==> config.mk <==
export PLATFORM = sky130hd
export DESIGN_NAME = parity_frame_rx
export DESIGN_NICKNAME = d
export VERILOG_FILES = /design/src/rtl/parity_frame_rx.sv
export SDC_FILE = /design/constraint.sdc
export NUM_CORES = 1
export LEC_CHECK = 0
export BUFFER_PORTS_ARGS = -buffer_cell sky130_fd_sc_hd__buf_2
export CAP_MARGIN = 30
export CELL_PAD_IN_SITES_DETAIL_PLACEMENT = 0
export CELL_PAD_IN_SITES_GLOBAL_PLACEMENT = 2
export CORE_MARGIN = 2
export CORE_UTILIZATION = 32
export DETAILED_ROUTE_END_ITERATION = 10
export GPL_TIMING_DRIVEN = 0
export PLACE_DENSITY = 0.71
export SLEW_MARGIN = 25
export SYNTH_ARGS = -nofsm -noshare
export SYNTH_HDL_FRONTEND = slang
export SYNTH_SLANG_ARGS = --single-unit
==> constraint.sdc <==
create_clock -name CLK -period 2.7 [get_ports CLK]
set_input_delay 0.27 -clock CLK [delete_from_list [all_inputs] [get_ports CLK]]
set_output_delay 0.27 -clock CLK [all_outputs]
set_load 0.03 [all_outputs]
==> src/rtl/parity_frame_rx.sv <==
// Oversampled serial receiver for start / DBITS data (LSB first) / odd parity / stop frames.
// Ports: CLK, RST (async, active-high), RXD (async serial line, idle high);
//        DATA, PERR and FERR hold the last completed frame; VALID pulses once per frame; BUSY is high outside IDLE.
module parity_frame_rx #(
    parameter int OVS   = 4,
    parameter int DBITS = 3
) (
    input  logic             CLK,
    input  logic             RST,
    input  logic             RXD,
    output logic [DBITS-1:0] DATA,
    output logic             VALID,
    output logic             PERR,
    output logic             FERR,
    output logic             BUSY
);

    localparam int TW = (OVS > 2) ? $clog2(OVS) : 1;
    localparam int CW = (DBITS > 1) ? $clog2(DBITS) : 1;
    localparam logic [TW-1:0] T_HALF   = TW'(OVS / 2 - 1);
    localparam logic [TW-1:0] T_FULL   = TW'(OVS - 1);
    localparam logic [CW-1:0] LAST_BIT = CW'(DBITS - 1);

    typedef enum logic [2:0] {
        ST_IDLE,
        ST_START,
        ST_DATA,
        ST_PARITY,
        ST_STOP,
        ST_WAIT_IDLE
    } state_t;

    state_t           state, state_n;
    logic [TW-1:0]    timer, timer_n;
    logic [CW-1:0]    bitcnt, bitcnt_n;
    logic [DBITS-1:0] shreg, shreg_n;
    logic             par_bit, par_bit_n;
    logic [DBITS-1:0] data_n;
    logic             valid_n, perr_n, ferr_n;
    logic             sync1, s_sync;

    // Two-flop synchronizer; resets to the idle line level so reset never looks like a start bit.
    always_ff @(posedge CLK or posedge RST) begin
        if (RST) begin
            sync1  <= 1'b1;
            s_sync <= 1'b1;
        end else begin
            sync1  <= RXD;
            s_sync <= sync1;
        end
    end

    always_ff @(posedge CLK or posedge RST) begin
        if (RST) begin
            state   <= ST_IDLE;
            timer   <= '0;
            bitcnt  <= '0;
            shreg   <= '0;
            par_bit <= 1'b0;
            DATA    <= '0;
            VALID   <= 1'b0;
            PERR    <= 1'b0;
            FERR    <= 1'b0;
        end else begin
            state   <= state_n;
            timer   <= timer_n;
            bitcnt  <= bitcnt_n;
            shreg   <= shreg_n;
            par_bit <= par_bit_n;
            DATA    <= data_n;
            VALID   <= valid_n;
            PERR    <= perr_n;
            FERR    <= ferr_n;
        end
    end

    always_comb begin
        state_n   = state;
        timer_n   = timer;
        bitcnt_n  = bitcnt;
        shreg_n   = shreg;
        par_bit_n = par_bit;
        data_n    = DATA;
        valid_n   = 1'b0;
        perr_n    = PERR;
        ferr_n    = FERR;

        case (state)
            ST_IDLE: begin
                if (!s_sync) begin
                    state_n = ST_START;
                    timer_n = '0;
                end
            end
            ST_START: begin
                // Half a bit in: re-check the line to reject glitches.
                if (timer == T_HALF) begin
                    timer_n  = '0;
                    bitcnt_n = '0;
                    state_n  = s_sync ? ST_IDLE : ST_DATA;
                end else begin
                    timer_n = timer + TW'(1);
                end
            end
            ST_DATA: begin
                if (timer == T_FULL) begin
                    timer_n = '0;
                    // LSB arrives first, so shift toward bit 0.
                    shreg_n = shreg >> 1;
                    shreg_n[DBITS-1] = s_sync;
                    if (bitcnt == LAST_BIT) begin
                        state_n = ST_PARITY;
                    end else begin
                        bitcnt_n = bitcnt + CW'(1);
                    end
                end else begin
                    timer_n = timer + TW'(1);
                end
            end
            ST_PARITY: begin
                if (timer == T_FULL) begin
                    timer_n   = '0;
                    par_bit_n = s_sync;
                    state_n   = ST_STOP;
                end else begin
                    timer_n = timer + TW'(1);
                end
            end
            ST_STOP: begin
                if (timer == T_FULL) begin
                    timer_n = '0;
                    data_n  = shreg;
                    // Odd parity: the parity bit should be the XNOR of the data bits.
                    perr_n  = (par_bit != ~(^shreg));
                    ferr_n  = ~s_sync;
                    valid_n = 1'b1;
                    state_n = s_sync ? ST_IDLE : ST_WAIT_IDLE;
                end else begin
                    timer_n = timer + TW'(1);
                end
            end
            ST_WAIT_IDLE: begin
                // A broken stop bit leaves the line low; wait for idle before hunting for a start.
                if (s_sync) begin
                    state_n = ST_IDLE;
                end
            end
            default: begin
                state_n = ST_IDLE;
            end
        endcase
    end

    assign BUSY = (state != ST_IDLE);

endmodule

==> flow_summary.toml, run 1 <==
[global_routing]
antenna_found_initial = 0
grt_max_degree = 20
grt_pass1_wl_mm = 3.12
grt.overflow.total = 0
grt.total_usage_pct = 11.7
grt_pass1_vias = 661

[final_layout]
fill_cells = 330
finalNetCount = 117
num_antenna_cells = 0
drive_above_1_share_pct = 29.6
syn_to_final_growth_pct = 12.3
design_area_um2 = 1170

[floorplan]
pin_count = 10
die_x_um = 61.0
chipHeight_um = 61.0
num_rows = 20
fp.dieArea_um2 = 3720
start_util_pct = 33.7
core-area_um2 = 3080

[power_and_ir_drop]
p_sw_share_pct = 41.2
p_comb_share_pct = 51.8
clkPwrFrac_pct = 12.1
power.leakage_uw = 0.000574
p_int_uw = 696
ir_worst_vdd_uv = 374
switching_power_uw = 488
power_density_nw_per_um2 = 1020
p_total_uw = 1180
p_seq_share_pct = 36.2

[timing]
setup_viol = 0
rsz0062_at_grt = "no"
worst_slew_pin_slew_ns = 0.736
fin_worst_skew_ns = 0.00210
fmax_mhz = 553
finalHoldViolCount = 0
fin_tns_setup_ns = 0
post-route-period-util_pct = 66.9
maxSlewHeadroom_pct = 50.9
timing.final.crit_period_ns = 1.81
slew_violations = 0
fin_ws_ns = 0.893

[critical_path]
regToRegStartpoint = "timer[0]"
worst-setup-path-type = "reg -> out"
startpoint = "state[2]"
path_max_fanout = 10
worstSetupEndpoint = "BUSY"
critPathLaunchType = "flop"
arrival_ns = 1.54
rrSetupSlack_ns = 1.11
r2r-end = "state[1]"
cp.required_ns = 2.43
r2r_cells = 5
end_kind = "output pin"

[placed_design]
dpl.hpwl_mm = 1.30
gp_congestion = 0.737
placed_cell_area_um2 = 1140
place_ws_ns = 1.15
port_buffers = 9

[logic_synthesis]
synthArstFlopShare_pct = 100
ys_types = 37
yosysMostFrequentCell = "dfrtp_1"
ys_top_cells_by_count = "dfrtp_1 (17), nor2_1 (7), inv_1 (6), o21ai_0 (6)"
synth_nets = 103
yosysWarningCount = 0
synth_area_leaders = "dfrtp_1 (41%), ha_1 (6.0%), mux2_1 (5.4%)"
seq_area_frac_synth_pct = 46.0
syn_area_per_cell_um2 = 10.9
synth_top_area_share_pct = 41.0
synth_cells = 95
ys.flop_type = "dfrtp_1"
synth_area_um2 = 1040
synth_area_leader_cell = "dfrtp_1"
ys_seq_elements = 19
synth_edf_count = 0

[clock_tree]
htree_levels = 1
clock_latency_ns = 0.29
cts_hold_buf = 0
clk_path_buf_depth = 2
root_buffer = "clkbuf_4"
path_clk_slew_ns = 0.11
clock_sinks = 19
cts_tree = "yes"
cts_buffers = 3
cts_resized = 0
cts_setup_buffers = 0

[drt]
viasPerCell = 4.70
wl_mm = 1.86
wl_per_cell_um = 12.2
dr.pass1.iters = 4
drt_iter0_markers = 9
ant_nets = 0
drcViolationCount = 0
routed-via-count = 715

[worst_hold_path]
hp-class = "in -> reg"
min-delay-start = "RXD"

[flow_run]
cap_violations = 0

[outcome]
status = "finished, final reports clean"
## worst max-delay path, stage by stage (launching register included)
cell and delay [ns]:
dfrtp_1 0.39, buf_6 0.14, buf_2 0.18, or3_1 0.35
buf_2 0.18
## layout by cell type (no fill, tap or decap), drive strengths merged, types with 3 or more instances in the layout
cell type	count
mux2	9
buf	14
clkbuf	3
nand2	5
o21ai	8
nand3	3
a21oi	3
nor2	8
dfrtp	17
inv	6
ha	5
## through the flow
step                utilization (%)  hold slack, ns  instances
floorplan                         -           0.220         95
global placement               37.0           0.348        148
detailed placement             37.0           0.349        148
CTS                            37.9          0.0486        152
global route                   37.9          0.0387        152
finish                         37.9          0.0616        152
## worst min path at each step
stage | end | slack (ns) | cells after the start
2_1_floorplan | DATA[0] | 0.22 | 1
3_3_place_gp | s_sync | 0.35 | 0
3_5_place_dp | s_sync | 0.35 | 0
4_1_cts | sync1 | 0.05 | 1
5_1_grt | sync1 | 0.04 | 1
6_report | sync1 | 0.06 | 1
## layout make-up
cell class	instances	area, um^2	share of cell area (%)
multi-input combinational	65	502	43.0
sequential	19	478	41.0
tap	44	55.1	4.72
timing repair buffer	9	45.0	3.86
buffer	5	36.3	3.11
clock buffer	3	22.5	1.93
inverter	6	22.5	1.93
clock inverter	1	5.00	0.429
## sequential cells by signal, indices dropped and copies added, names as in the netlist
| signal | count |
|---|---|
| bitcnt | 2 |
| shreg | 3 |
| FERR | 1 |
| PERR | 1 |
| timer | 2 |
| sync1 | 1 |
| DATA | 3 |
| VALID | 1 |
| par_bit | 1 |
| state | 3 |
| s_sync | 1 |
## logic make-up after synthesis
group	synth area share [%]
adders and majority gates	6.02
and+or+nand+nor	16.5
buffers and inverters	5.66
xor gates and xnor gates	2.53
muxes	10.7
AOI/OAI and AO/OA	12.5
DFF	46.0
## layer usage
| metal | up-vias | GRT usage (%) | share of wire [%] |
|---|---|---|---|
| li1 | 358 | - | - |
| met1 | 347 | 14.4 | 48 |
| met2 | 8 | 20.0 | 49 |
| met3 | 2 | 2.56 | 2.4 |
| met4 | 0 | 4.66 | 0.70 |
| met5 | - | 0 | 0 |
## power groups by stage
stage / clock, uW / sequential, uW / combinational (uW)
after floorplan: 0 / 443 / 488
after global placement: 0 / 434 / 610
after detailed placement: 0 / 435 / 614
after CTS: 154 / 431 / 618
after global routing: 167 / 441 / 682
final: 143 / 428 / 613
No activity file was read; power rests on OpenSTA's default activity.
==> run 2: changes to the inputs <==
--- a/config.mk
+++ b/config.mk
@@ -13,7 +13,7 @@
 export CORE_UTILIZATION = 32
 export DETAILED_ROUTE_END_ITERATION = 10
 export GPL_TIMING_DRIVEN = 0
-export PLACE_DENSITY = 0.71
+export PLACE_DENSITY = 0.74
 export SLEW_MARGIN = 25
 export SYNTH_ARGS = -nofsm -noshare
 export SYNTH_HDL_FRONTEND = slang
==> constraint.sdc (replaced) <==
create_clock -name CLK -period 1.6 [get_ports CLK]
set_input_delay 0.16 -clock CLK [delete_from_list [all_inputs] [get_ports CLK]]
set_output_delay 0.16 -clock CLK [all_outputs]
set_load 0.03 [all_outputs]
==> run 2 against run 1 <==
Power increased by 88%. Combinational power rose by 100%. Final cell count rose by 5.3%. Routed wire length increased by 7.5%. Register-to-register slack got worse by 1.0 ns. Count of clock-buffer cells in the layout unchanged. Clock power grew 75%. Sequential power up 74%. Hold slack gained 0.30 ns.
==> flow_summary.toml, run 2 (synthesized netlist as in run 1, its figures left out) <==
[global_routing]
grt_max_degree = 20
grtUsageMet1_pct = 15.1
met2_usage_pct = 24.3
grt_pass1_vias = 796
grt_pass1_wl_mm = 3.57
top_usage_layer = "met2"
antenna_found_initial = 0
gr-usage-met3_pct = 3.84
grt.overflow.total = 0
grt.total_usage_pct = 13.3

[floorplan]
pin_count = 10
num_rows = 20
start_util_pct = 33.7
core-area_um2 = 3080
die_x_um = 61.0
chipHeight_um = 61.0
fp.dieArea_um2 = 3720

[critical_path]
end_kind = "flop"
cp.required_ns = 1.83
critPathLaunchType = "flop"
slowest_stage = "dfrtp_1"
arrival_ns = 1.77
critical_path.cell_chain = "buf_4 -> buf_4 -> or3_4 -> a21oi_2 -> a221oi_1 -> a31oi_1"
cpPeakStageDelay_ns = 0.43
r2r_cells = 6
crit_top_cell = "buf_4"
worst-setup-path-type = "reg -> reg"
path_max_fanout = 3

[timing]
slew_violations = 0
holdWs_ns = 0.364
fin_ws_ns = 0.0637
worst_slew_pin_slew_ns = 0.709
setup_viol = 0
rsz0062_at_grt = "yes"
finalHoldViolCount = 0
post-route-period-util_pct = 96.0
fmax_mhz = 651
fin_worst_skew_ns = 0.00754
timing.final.crit_period_ns = 1.54
maxSlewHeadroom_pct = 52.7

[flow_run]
cap_violations = 0

[final_layout]
regArea_um2 = 480
drive_above_1_share_pct = 37.9
final_common_cell = "dfrtp_1"
fill_cells = 323
layout_common_cells = "dfrtp_1 (15), buf_2 (8), buf_4 (8)"
reg_top3 = "DATA: 3 flops, shreg: 3 flops, state: 3 flops"
syn_to_final_growth_pct = 23.0
num_antenna_cells = 0
finalNetCount = 125
multi_input_area_um2 = 523

[clock_tree]
clock_sinks = 19
cts_buffers = 3
clock_latency_ns = 0.30
htree_levels = 1
cts_tree = "yes"
path_clk_slew_ns = 0.12
clk_path_buf_depth = 2
root_buffer = "clkbuf_4"

[power_and_ir_drop]
p_seq_share_pct = 33.4
switching_power_uw = 897
p_comb_share_pct = 55.3
power.leakage_uw = 0.000616
clkPwrFrac_pct = 11.3
p_int_uw = 1330
ir_worst_vdd_uv = 738
p_sw_share_pct = 40.3
power_density_nw_per_um2 = 1740

[placed_design]
port_buffers = 9
place_ws_ns = 0.0417
gp_congestion = 0.732
dpl.hpwl_mm = 1.32

[drt]
drt_iter0_markers = 17
dr.pass1.iters = 4
routed-via-count = 765
drcViolationCount = 0
ant_nets = 0
wl_mm = 2.00
wl_per_cell_um = 12.5
viasPerCell = 4.78

[outcome]
status = "finished, final reports clean"

[worst_hold_path]
hp-class = "reg -> reg"
holdPathStages = 0
## run 2: cell count changes in the layout (fill, tap and decap cells not counted), sizes merged
cell	previous run	this run
buf	14	20
dlygate4sd3	0	2
## run 2: worst max-delay path: cells and delay by family, from the launching register on
family                 cells  cell delay, ns
AOI/OAI and AO/OA          3            0.36
DFF                        1            0.43
buffers and inverters      2            0.30
and+or+nand+nor            1            0.38
## run 2: cell type report
type                    instances  share of cell area [%]
inverters                       6                    1.76
clock buffers                   3                    1.76
repair buffers                 19                    10.3
flip-flops and latches         19                    37.6
multi-input cells              65                    40.9
clock inverters                 1                   0.392
plain buffers                   3                    2.94
well taps                      44                    4.31
## run 2: path summary, 6_finish.rpt
path,slack (ns),from,end
setup / recovery,0.06,state[2],timer[0]
hold / removal,0.36,sync1,s_sync
setup reg to reg,0.06,state[2],timer[0]
hold reg to reg,0.36,sync1,s_sync
max in group asynchronous,0.61,RST,timer[1]
min in group asynchronous,0.50,RST,VALID
## run 2: through the flow
stage	total power (uW)	cell area (um^2)	cells	utilization, %	setup TNS, ns
6_report	2220	1280	160	41.5	0
5_1_grt	2420	1280	160	41.5	-0.0220
4_1_cts	2190	1260	161	41.0	0
3_5_place_dp	1780	1140	148	37.0	0
3_3_place_gp	1760	1140	148	37.0	0
2_1_floorplan	1570	1040	95	-	0
## run 2: what timing repair did
action,4_1_cts,5_1_grt
setup endpoints to repair,1,13
setup buffers,7,1
resized for setup,7,10
pin swaps,1,2
hold endpoints to repair,18,0
hold buffers,2,0
## run 2: power by group through the flow
stage | registers (uW) | clock network [uW] | logic (uW)
2_1_floorplan | 748 | 0 | 823
3_3_place_gp | 733 | 0 | 1030
3_5_place_dp | 734 | 0 | 1040
4_1_cts | 716 | 266 | 1210
5_1_grt | 769 | 282 | 1370
6_report | 743 | 250 | 1230
## run 2: per-layer routing
layer,routed length [um],vias to the layer above
li1,-,368
met1,920,381
met2,1010,12
met3,48,4
met4,21,0
met5,0,-
